**src/rtl/kmp_search_pe_pkg.sv**
```systemverilog
// kmp_search_pe_pkg: shared widths and FSM encoding for the KMP search PEs.
// Optional build macro: KMP_PE_STAT_EN (per-job cycle counter output).
package kmp_search_pe_pkg;

    localparam int MAX_STR_ADD = 8;
    localparam int MAX_PAT_ADD = 3;
    localparam int NUM_PE      = 4;
    localparam int CHAR_W      = 8;

    typedef enum logic [1:0] {
        KMP_PE_IDLE    = 2'd0,
        KMP_PE_FETCH   = 2'd1,
        KMP_PE_COMPARE = 2'd2,
        KMP_PE_DONE    = 2'd3
    } kmp_pe_state_e;

endpackage

```
**src/rtl/kmp_search_pe_if.sv**
```systemverilog
// kmp_search_pe_if: job request and result bundle between control unit and PE.
// Optional build macro: KMP_PE_STAT_EN adds o_cycle_cnt.
interface kmp_search_pe_if
    import kmp_search_pe_pkg::*;
#(
    parameter int STR_AW  = MAX_STR_ADD,
    parameter int PAT_AW  = MAX_PAT_ADD,
    parameter int PAT_LEN = 1 << MAX_PAT_ADD,
    parameter int CW      = CHAR_W
);
    logic                      pe_valid;
    logic [STR_AW-1:0]         start_idx;
    logic [STR_AW-1:0]         end_idx;
    logic [PAT_AW-1:0]         pat_last_idx;
    logic [PAT_LEN*CW-1:0]     pat_chars;
    logic [PAT_LEN*PAT_AW-1:0] fail_tbl;
    logic                      o_match_valid;
    logic                      o_match;
    logic [STR_AW-1:0]         o_match_idx;
`ifdef KMP_PE_STAT_EN
    logic [15:0]               o_cycle_cnt;
`endif

    modport master (
        output pe_valid, start_idx, end_idx,
        output pat_last_idx, pat_chars, fail_tbl,
`ifdef KMP_PE_STAT_EN
        input  o_cycle_cnt,
`endif
        input  o_match_valid, o_match, o_match_idx
    );

    modport slave (
        input  pe_valid, start_idx, end_idx,
        input  pat_last_idx, pat_chars, fail_tbl,
`ifdef KMP_PE_STAT_EN
        output o_cycle_cnt,
`endif
        output o_match_valid, o_match, o_match_idx
    );

endinterface

```
**src/rtl/kmp_search_pe.sv**
```systemverilog
// kmp_search_pe: scans one string segment with KMP, reports the first match.
// Optional build macro: KMP_PE_STAT_EN adds a saturating busy-cycle counter.
module kmp_search_pe
    import kmp_search_pe_pkg::*;
#(
    parameter int STR_AW  = MAX_STR_ADD,
    parameter int PAT_AW  = MAX_PAT_ADD,
    parameter int PAT_LEN = 1 << MAX_PAT_ADD,
    parameter int CW      = CHAR_W
) (
    input  logic              clk,
    input  logic              reset,
    kmp_search_pe_if.slave    job,
    output logic [STR_AW-1:0] str_raddr,
    input  logic [CW-1:0]     str_rdata
);

    kmp_pe_state_e     state_q, state_d;
    logic [STR_AW-1:0] i_q, i_d;
    logic [STR_AW-1:0] end_q, end_d;
    logic [PAT_AW-1:0] j_q, j_d;
    logic [PAT_AW-1:0] last_q, last_d;
    logic [PAT_AW-1:0] jm1;
    logic [CW-1:0]     ch_q, ch;
    logic              first_q;
    logic              hit;
    logic [STR_AW-1:0] idx_d;
    logic              valid_q, match_q;
    logic [STR_AW-1:0] idx_q;
    logic [CW-1:0]     pat_arr  [PAT_LEN];
    logic [PAT_AW-1:0] fail_arr [PAT_LEN];

    // Unpack the flat pattern and failure-table buses into arrays
    always_comb begin
        for (int k = 0; k < PAT_LEN; k++) begin
            pat_arr[k]  = job.pat_chars[k*CW +: CW];
            fail_arr[k] = job.fail_tbl[k*PAT_AW +: PAT_AW];
        end
    end

    // The fresh read word is only on the bus right after FETCH
    assign ch  = first_q ? str_rdata : ch_q;
    assign jm1 = j_q - PAT_AW'(1);

    assign str_raddr = (state_q == KMP_PE_FETCH) ? i_q : '0;

    // Next-state logic: KMP step, end-of-segment test, abort on pe_valid drop
    always_comb begin
        state_d = state_q;
        i_d     = i_q;
        j_d     = j_q;
        end_d   = end_q;
        last_d  = last_q;
        hit     = 1'b0;
        idx_d   = '0;
        unique case (state_q)
            KMP_PE_IDLE: begin
                if (job.pe_valid) begin
                    if (job.start_idx > job.end_idx) begin
                        state_d = KMP_PE_DONE;
                    end else begin
                        i_d     = job.start_idx;
                        j_d     = '0;
                        end_d   = job.end_idx;
                        last_d  = job.pat_last_idx;
                        state_d = KMP_PE_FETCH;
                    end
                end
            end
            KMP_PE_FETCH: state_d = KMP_PE_COMPARE;
            KMP_PE_COMPARE: begin
                if (ch == pat_arr[j_q] && j_q == last_q) begin
                    hit     = 1'b1;
                    idx_d   = i_q - STR_AW'(last_q);
                    state_d = KMP_PE_DONE;
                end else if (ch != pat_arr[j_q] && j_q != '0) begin
                    j_d = fail_arr[jm1];
                end else begin
                    if (ch == pat_arr[j_q]) j_d = j_q + 1'b1;
                    if (i_q == end_q) begin
                        state_d = KMP_PE_DONE;
                    end else begin
                        i_d     = i_q + 1'b1;
                        state_d = KMP_PE_FETCH;
                    end
                end
            end
            KMP_PE_DONE: state_d = KMP_PE_DONE;
            default:     state_d = KMP_PE_IDLE;
        endcase
        if (!job.pe_valid) state_d = KMP_PE_IDLE;
    end

    // State, scan registers and result outputs
    always_ff @(posedge clk) begin
        if (reset) begin
            state_q <= KMP_PE_IDLE;
            i_q     <= '0;
            j_q     <= '0;
            end_q   <= '0;
            last_q  <= '0;
            ch_q    <= '0;
            first_q <= 1'b0;
            valid_q <= 1'b0;
            match_q <= 1'b0;
            idx_q   <= '0;
        end else begin
            state_q <= state_d;
            i_q     <= i_d;
            j_q     <= j_d;
            end_q   <= end_d;
            last_q  <= last_d;
            first_q <= (state_q == KMP_PE_FETCH);
            if (first_q) ch_q <= str_rdata;
            if (state_d == KMP_PE_IDLE) begin
                valid_q <= 1'b0;
                match_q <= 1'b0;
                idx_q   <= '0;
            end else if (state_q != KMP_PE_DONE && state_d == KMP_PE_DONE) begin
                valid_q <= 1'b1;
                match_q <= hit;
                idx_q   <= idx_d;
            end
        end
    end

    assign job.o_match_valid = valid_q;
    assign job.o_match       = match_q;
    assign job.o_match_idx   = idx_q;

`ifdef KMP_PE_STAT_EN
    logic [15:0] cnt_q;

    // Busy-cycle counter, saturating, frozen in DONE
    always_ff @(posedge clk) begin
        if (reset) begin
            cnt_q <= '0;
        end else if (state_q == KMP_PE_IDLE || state_d == KMP_PE_IDLE) begin
            cnt_q <= '0;
        end else if ((state_q == KMP_PE_FETCH || state_q == KMP_PE_COMPARE)
                     && cnt_q != 16'hFFFF) begin
            cnt_q <= cnt_q + 16'd1;
        end
    end

    assign job.o_cycle_cnt = cnt_q;
`endif

endmodule

```
**src/flat_wrapper.sv**
```systemverilog
// flat-port wrapper written by rule: the top's interface ports become plain ports
module kmp_search_pe_flat import kmp_search_pe_pkg::*;
#(
    parameter int STR_AW  = MAX_STR_ADD,
    parameter int PAT_AW  = MAX_PAT_ADD,
    parameter int PAT_LEN = 1 << MAX_PAT_ADD,
    parameter int CW      = CHAR_W
)
  (clk, reset, str_raddr, str_rdata, job_pe_valid, job_start_idx, job_end_idx, job_pat_last_idx, job_pat_chars, job_fail_tbl, job_o_match_valid, job_o_match, job_o_match_idx);
  kmp_search_pe_if #(.STR_AW(STR_AW), .PAT_AW(PAT_AW), .PAT_LEN(PAT_LEN), .CW(CW)) job_i ();
  input  logic clk;
  input  logic reset;
  output logic [STR_AW-1:0] str_raddr;
  input  logic [CW-1:0] str_rdata;
  input wire logic [$bits(job_i.pe_valid)-1:0] job_pe_valid;
  input wire logic [$bits(job_i.start_idx)-1:0] job_start_idx;
  input wire logic [$bits(job_i.end_idx)-1:0] job_end_idx;
  input wire logic [$bits(job_i.pat_last_idx)-1:0] job_pat_last_idx;
  input wire logic [$bits(job_i.pat_chars)-1:0] job_pat_chars;
  input wire logic [$bits(job_i.fail_tbl)-1:0] job_fail_tbl;
  output wire logic [$bits(job_i.o_match_valid)-1:0] job_o_match_valid;
  output wire logic [$bits(job_i.o_match)-1:0] job_o_match;
  output wire logic [$bits(job_i.o_match_idx)-1:0] job_o_match_idx;
  assign job_i.pe_valid = job_pe_valid;
  assign job_i.start_idx = job_start_idx;
  assign job_i.end_idx = job_end_idx;
  assign job_i.pat_last_idx = job_pat_last_idx;
  assign job_i.pat_chars = job_pat_chars;
  assign job_i.fail_tbl = job_fail_tbl;
  assign job_o_match_valid = job_i.o_match_valid;
  assign job_o_match = job_i.o_match;
  assign job_o_match_idx = job_i.o_match_idx;
  kmp_search_pe #(.STR_AW(STR_AW), .PAT_AW(PAT_AW), .PAT_LEN(PAT_LEN), .CW(CW)) u_core (.clk(clk), .reset(reset), .job(job_i), .str_raddr(str_raddr), .str_rdata(str_rdata));
endmodule
```
**config.mk**
```make
export PLATFORM = sky130hd
export DESIGN_NAME = kmp_search_pe_flat
export DESIGN_NICKNAME = d
export VERILOG_FILES = /design/src/rtl/kmp_search_pe_pkg.sv /design/src/rtl/kmp_search_pe_if.sv /design/src/rtl/kmp_search_pe.sv /design/src/flat_wrapper.sv
export SDC_FILE = /design/constraint.sdc
export NUM_CORES = 1
export LEC_CHECK = 0
export CAP_MARGIN = 30
export CORE_UTILIZATION = 39
export DETAILED_ROUTE_END_ITERATION = 8
export HOLD_SLACK_MARGIN = 0.02
export PLACE_DENSITY = 0.77
export SYNTH_ARGS = -nofsm -noshare
export SYNTH_HDL_FRONTEND = slang
export SYNTH_SLANG_ARGS = --single-unit
```
**constraint.sdc**
```tcl
create_clock -name clk -period 2.4 [get_ports clk]
set_input_delay 0.24 -clock clk [delete_from_list [all_inputs] [get_ports clk]]
set_output_delay 0.24 -clock clk [all_outputs]
set_load 0.01 [all_outputs]
```
## Word level (Yosys, flattened, before mapping)

Cells that the tools add are included.

- Add/sub/neg operators: 4
- $lt $le $gt $ge: 3
- Equal/unequal tests: 15
- Muxes and demuxes: 30
- Bitwise gates (word level): 3
- Reductions and logical operators: 11

Operators with widths:

| operator | number |
|---|---|
| $mux W8 | 11 |
| $bmux W8 S3 | 1 |
| $mux W3 | 7 |
| $eq A8 B8 Y1 | 2 |
| $pmux W8 S2 | 1 |
| $ne A2 B2 Y1 const B | 6 |
| $mux W2 | 5 |
| $bmux W3 S3 | 1 |
| $add A8 B1 Y8 const B | 1 |
| $ge A4 B4 Y1 const B | 2 |
| $gt A8 B8 Y1 | 1 |
| $ne A8 B8 Y1 | 1 |
| $not A3 Y4 | 2 |
| $pmux W2 S4 | 1 |
| $sub A8 B3 Y8 | 1 |
| $eq A2 B2 Y1 const B | 3 |
| $pmux W3 S2 | 1 |
| $reduce_and A6 Y1 | 1 |
| $reduce_and A5 Y1 | 1 |
| $logic_not A2 Y1 | 2 |
| $add A3 B1 Y3 const B | 1 |
| $eq A3 B3 Y1 | 1 |
| $logic_and A1 B1 Y1 | 3 |
| $ne A3 B1 Y1 const B | 1 |
| other kinds (8) | 9 |

- Register bits after elaboration: 43
- Input bits: 118
- Output and inout port bits: 18

## Logic depth before layout (Yosys ltp)

- Depth after elaboration: 12
- Gate-level depth with buffers: 12
- Mapped depth without buffers: 10

## Worst setup path after synthesis

No wires, ideal clock.

- Kind: register to register
- Start point: reg u_core.j_q[2]
- End point: reg u_core.idx_q[0] (netlist: u_core.job.o_match_idx[0])
- Arrival time: 2.503 ns
- Required time: 2.269 ns
- Path slack: -0.235 ns
- Cell stages (with the launch flop): 11
- Buffers on the path: 2
- Period minus slack after synthesis: 2.635 ns
- Path through: dfxtp_1 buf_4 inv_2 buf_4 mux4_2 xor2_1 nor4_2 nand2_1 a311o_1 a21oi_4 o22ai_1

- Word-level cells in the longest chain between the ends: 12
- Elaborated cells between the ends (all ways): 20
- Classes of those cells: eq/ne: 4; mux: 9; bitwise: 1; reduce/logical: 6

Ends and longest elaborated chain:

| element | RTL line | RTL |
|---|---|---|
| start: declaration | kmp_search_pe.sv:21 | `logic [PAT_AW-1:0] j_q, j_d;` |
| start signal: assignment | kmp_search_pe.sv:110 | `j_q <= j_d;` |
| $not A3 Y4 (not written as such) | kmp_search_pe.sv:72, kmp_search_pe.sv:76 |  |
| $bmux W8 S3 | kmp_search_pe.sv:72, kmp_search_pe.sv:76 |  |
| $mux W8 (not written as such) (2 in series) | kmp_search_pe.sv:72, kmp_search_pe.sv:76 |  |
| $ne A8 B8 Y1 | kmp_search_pe.sv:76 | `end else if (ch != pat_arr[j_q] && j_q != '0) begin` |
| $logic_and A1 B1 Y1 | kmp_search_pe.sv:76 |  |
| $mux W2 | kmp_search_pe.sv:76 |  |
| $mux W2 | kmp_search_pe.sv:72 | `if (ch == pat_arr[j_q] && j_q == last_q) begin` |
| $pmux W2 S4 | kmp_search_pe.sv:56 | `unique case (state_q)` |
| $mux W2 | kmp_search_pe.sv:91 | `if (!job.pe_valid) state_d = KMP_PE_IDLE;` |
| $eq A2 B2 Y1 / $logic_not A2 Y1 (equally long branches) | kmp_search_pe.sv:119, kmp_search_pe.sv:115 |  |
| $logic_and A1 B1 Y1 / $reduce_or A2 Y1 (equally long branches) | n/a |  |
| end signal: assignment | kmp_search_pe.sv:122 | `idx_q <= idx_d;` |
| end: declaration | kmp_search_pe.sv:29 | `logic [STR_AW-1:0] idx_q;` |

Parallel ways exist; a longest one is shown, timed or not. The select of a mux whose other input is x is not followed.
A chain may end at the register's enable or synchronous reset.

## Worst setup path in the final report

- Start point: reg u_core.j_q[0]
- End point: reg u_core.i_q[6]

- Word-level cells in the longest chain between the ends: 8
- Elaborated cells between the ends (all ways): 13
- Classes of those cells: eq/ne: 5; mux: 3; bitwise: 1; reduce/logical: 4

Ends and longest elaborated chain:

| element | RTL line | RTL |
|---|---|---|
| $not A3 Y4 (not written as such) | kmp_search_pe.sv:72, kmp_search_pe.sv:76 |  |
| $bmux W8 S3 | kmp_search_pe.sv:72, kmp_search_pe.sv:76 |  |
| $mux W8 (not written as such) (2 in series) | kmp_search_pe.sv:72, kmp_search_pe.sv:76 |  |
| $ne A8 B8 Y1 / $eq A8 B8 Y1 (equally long branches) | kmp_search_pe.sv:76, kmp_search_pe.sv:72 |  |
| $logic_and A1 B1 Y1, on equally long branches | kmp_search_pe.sv:76, kmp_search_pe.sv:72 |  |
| $ne A2 B2 Y1 (no line) | n/a |  |
| $reduce_and A6 Y1 (no line) * | n/a |  |
| end signal: assignment | kmp_search_pe.sv:109 | `i_q <= i_d;` |
| end: declaration | kmp_search_pe.sv:19 | `logic [STR_AW-1:0] i_q, i_d;` |

Every way passes the cells marked *; elsewhere a longest branch is shown, timed or not. The select of a mux whose other input is x is not followed.

==> flow_summary.yaml <==
sta:
  setup_viol: 23
  final_max_slew_viol_count: 0
  fin_crit_sh_pct: 113
  skew_ns: 0.00697
  fin_ws_ns: -0.311
  hold_viol: 0
  timing.hold.ws_ns: 0.467
  final.min_clock_period_ns: 2.71
  worst_pin_slew_ns: 0.841
  fmax_ghz: 0.369
  setup_tns_ns: -5.60
  rsz0062_at_grt: "true"
  slew_headroom_pct: 43.5
routing:
  drtPass1Iterations: 4
  wl_um: 10300
  ant_nets: 0
  detail_route.wl_per_cell_um: 16.3
  drcViolationCount: 0
  drt_iter0_markers: 169
  vias: 3343
  vias_per_cell: 5.29
cts:
  clock_latency_ns: 0.30
  numCtsBuffers: 5
  root_buffer: "clkbuf_8"
  htree_num_levels: 2
  clkTransAtPathRegs_ns: 0.09
  cts_tree: "done"
  clkSinkCount: 43
  cts.path.max_buffers: 2
setup_path:
  slowest_delay_ns: 0.52
  crit_type: "register to register"
  cp_slowest_cell: "mux4_2"
  r2r_slack_ns: -0.31
  path_buf_inv: 4
  worstSetupStartpointType: "register"
  critPathRequiredTime_ns: 2.58
  crit_path_end_kind: "register"
  crit_chain: "buf_6, mux2i_1, mux4_2, xor2_2, nor4_4, buf_4, a22o_4, o221ai_4, buf_12, buf_8, a21oi_2, o32ai_2"
  cp_data_arrival_time_ns: 2.89
  cp_max_fo: 7
  crit_family: "multiplexers"
synthesis:
  syn_inst: 356
  synthArstFlopShare_pct: 0
  netlist_area_um2: 3240
  synth_cell_types: 52
  synth_edf_count: 0
  ys.flop_type: "dfxtp_1"
  postSynthAreaPerCell_um2: 9.11
  synth_nets: 490
  synth_seq_area_share_pct: 26.6
  ys.warnings.count: 0
  ys_ff_latch: 43
place:
  portBuffers: 135
  hpwl_um: 7800
  gp_congestion: 0.828
  pre_cts_ws_ns: -0.562
global_route:
  grt_pass1_vias: 3200
  grt_pass1_wl_um: 15400
  globalRouteTotalUtil_pct: 22.7
  globalRouteOverflowTotal: 0
  antenna_found_initial: 0
  grt_max_degree: 23
power_and_ir_drop:
  power_density_nw_per_um2: 365
  p_leak_nw: 2.02
  p_total_mw: 1.95
  ir_drop_mv: 0.228
cells_and_area:
  area_growth_syn_to_layout_pct: 64.6
  final_util_pct: 67.7
  fin_nets: 663
  drive_gt1_share_pct: 21.7
  most-common-layout-cells: "135 x clkdlybuf4s50_1, 41 x dfxtp_1, 40 x buf_4, 33 x nand2_1, 32 x mux2i_1"
  layout.cells.most_common: "clkdlybuf4s50_1"
  antenna_cells: 0
floorplanning:
  coreArea_um2: 7890
  die_w_um: 93.2
  rows: 32
  ios: 136
  die_area_um2: 8680
  die_h_um: 93.2
  start_util_pct: 41.1
job:
  max_cap_violations: 0
min_path:
  hp-class: "register to register"
run_status:
  status: "complete, but fails checks"
  violations: "negative setup slack"
==> final cells by class <==
cell class              instances  area (µm²)
well taps                     102         128
fillers                       581        2550
flip-flops and latches         43         866
inverters                      20        75.1
multi-input cells             270        2350
clock buffers                   5        68.8
clock inverters                 3        15.0
repair buffers                189        1830
==> state kept, by name, indices dropped and copies added, names as in the netlist, 2 cells and up <==
register                count
u_core.ch_q                 8
u_core.end_q                8
u_core.i_q                  8
u_core.job.o_match_idx      8
u_core.j_q                  3
u_core.last_q               3
u_core.state_q              2
==> report_power, final <==
| part | internal [mW] | switching (mW) |
|---|---|---|
| logic | 0.414 | 0.290 |
| clock network | 0.200 | 0.258 |
| registers | 0.745 | 0.0450 |
==> repair_timing <==
| item | in CTS | in global routing |
|---|---|---|
| hold buffers | 0 | 0 |
| gates resized for setup | 22 | 23 |
| endpoints found under the setup margin | 22 | 35 |
| setup buffers | 5 | 7 |
| pin swaps | 15 | 11 |
| gates cloned | 1 | 0 |
==> synth_stat cells, types with 2 or more instances <==
cell,instances,area [µm²]
a21o_1,6,45.0
a21oi_1,29,145
and2_1,7,43.8
and3_1,2,12.5
buf_4,4,30.0
buf_6,3,33.8
clkbuf_1,14,52.6
dfxtp_1,43,861
ha_1,15,188
inv_1,19,71.3
mux2i_1,35,350
mux4_2,16,360
nand2_1,34,128
nand3_1,4,20.0
nand4_1,5,31.3
nor2_1,23,86.3
nor2b_1,4,25.0
nor3_1,7,35.0
nor4_2,2,25.0
o21ai_0,12,60.1
o21ai_1,4,20.0
o22ai_1,8,50.1
o2bb2ai_1,2,17.5
o32ai_1,4,35.0
or2_1,2,12.5
xnor2_1,11,96.3
xor2_1,16,140
==> final timing paths <==
path / from / to / cells past startpoint
max: u_core.j_q[0]$_SDFFE_PP0P_ / u_core.i_q[6]$_SDFFE_PP0P_ / 12
min: u_core.job.o_match$_SDFFE_PP0P_ / u_core.job.o_match$_SDFFE_PP0P_ / 2
max reg2reg: u_core.j_q[0]$_SDFFE_PP0P_ / u_core.i_q[6]$_SDFFE_PP0P_ / 12
min reg2reg: u_core.job.o_match$_SDFFE_PP0P_ / u_core.job.o_match$_SDFFE_PP0P_ / 2
==> worst min-delay path, stage by stage (launching register included) <==
cell	delay [ns]
dfxtp_1	0.31
nand2_1	0.05
o21ai_1	0.06
==> per-stage QoR <==
step	instance area [µm²]	std cells
CTS	5170	625
detailed placement	4940	611
global placement	4940	611
finish	5340	632
floorplan	3280	356
global route	5340	632
==> cell families after synthesis <==
family	count (synthesis)	share of synthesized area, %
adders and majority gates	16	6.41
buffers and inverters	44	6.79
and+or+nand+nor	94	13.8
muxes	52	22.7
xor gates and xnor gates	27	7.29
AOI/OAI and AO/OA	80	16.4
DFF	43	26.6
==> metal layers <==
layer | vias up | global-route usage, % | part of all wire [%]
li1 | 1628 | - | -
met1 | 1601 | 30.0 | 43
met2 | 105 | 39.1 | 51
met3 | 9 | 3.17 | 4.1
met4 | 0 | 5.00 | 1.1
met5 | - | 0 | 0
Power figures use the tool's default switching activity.
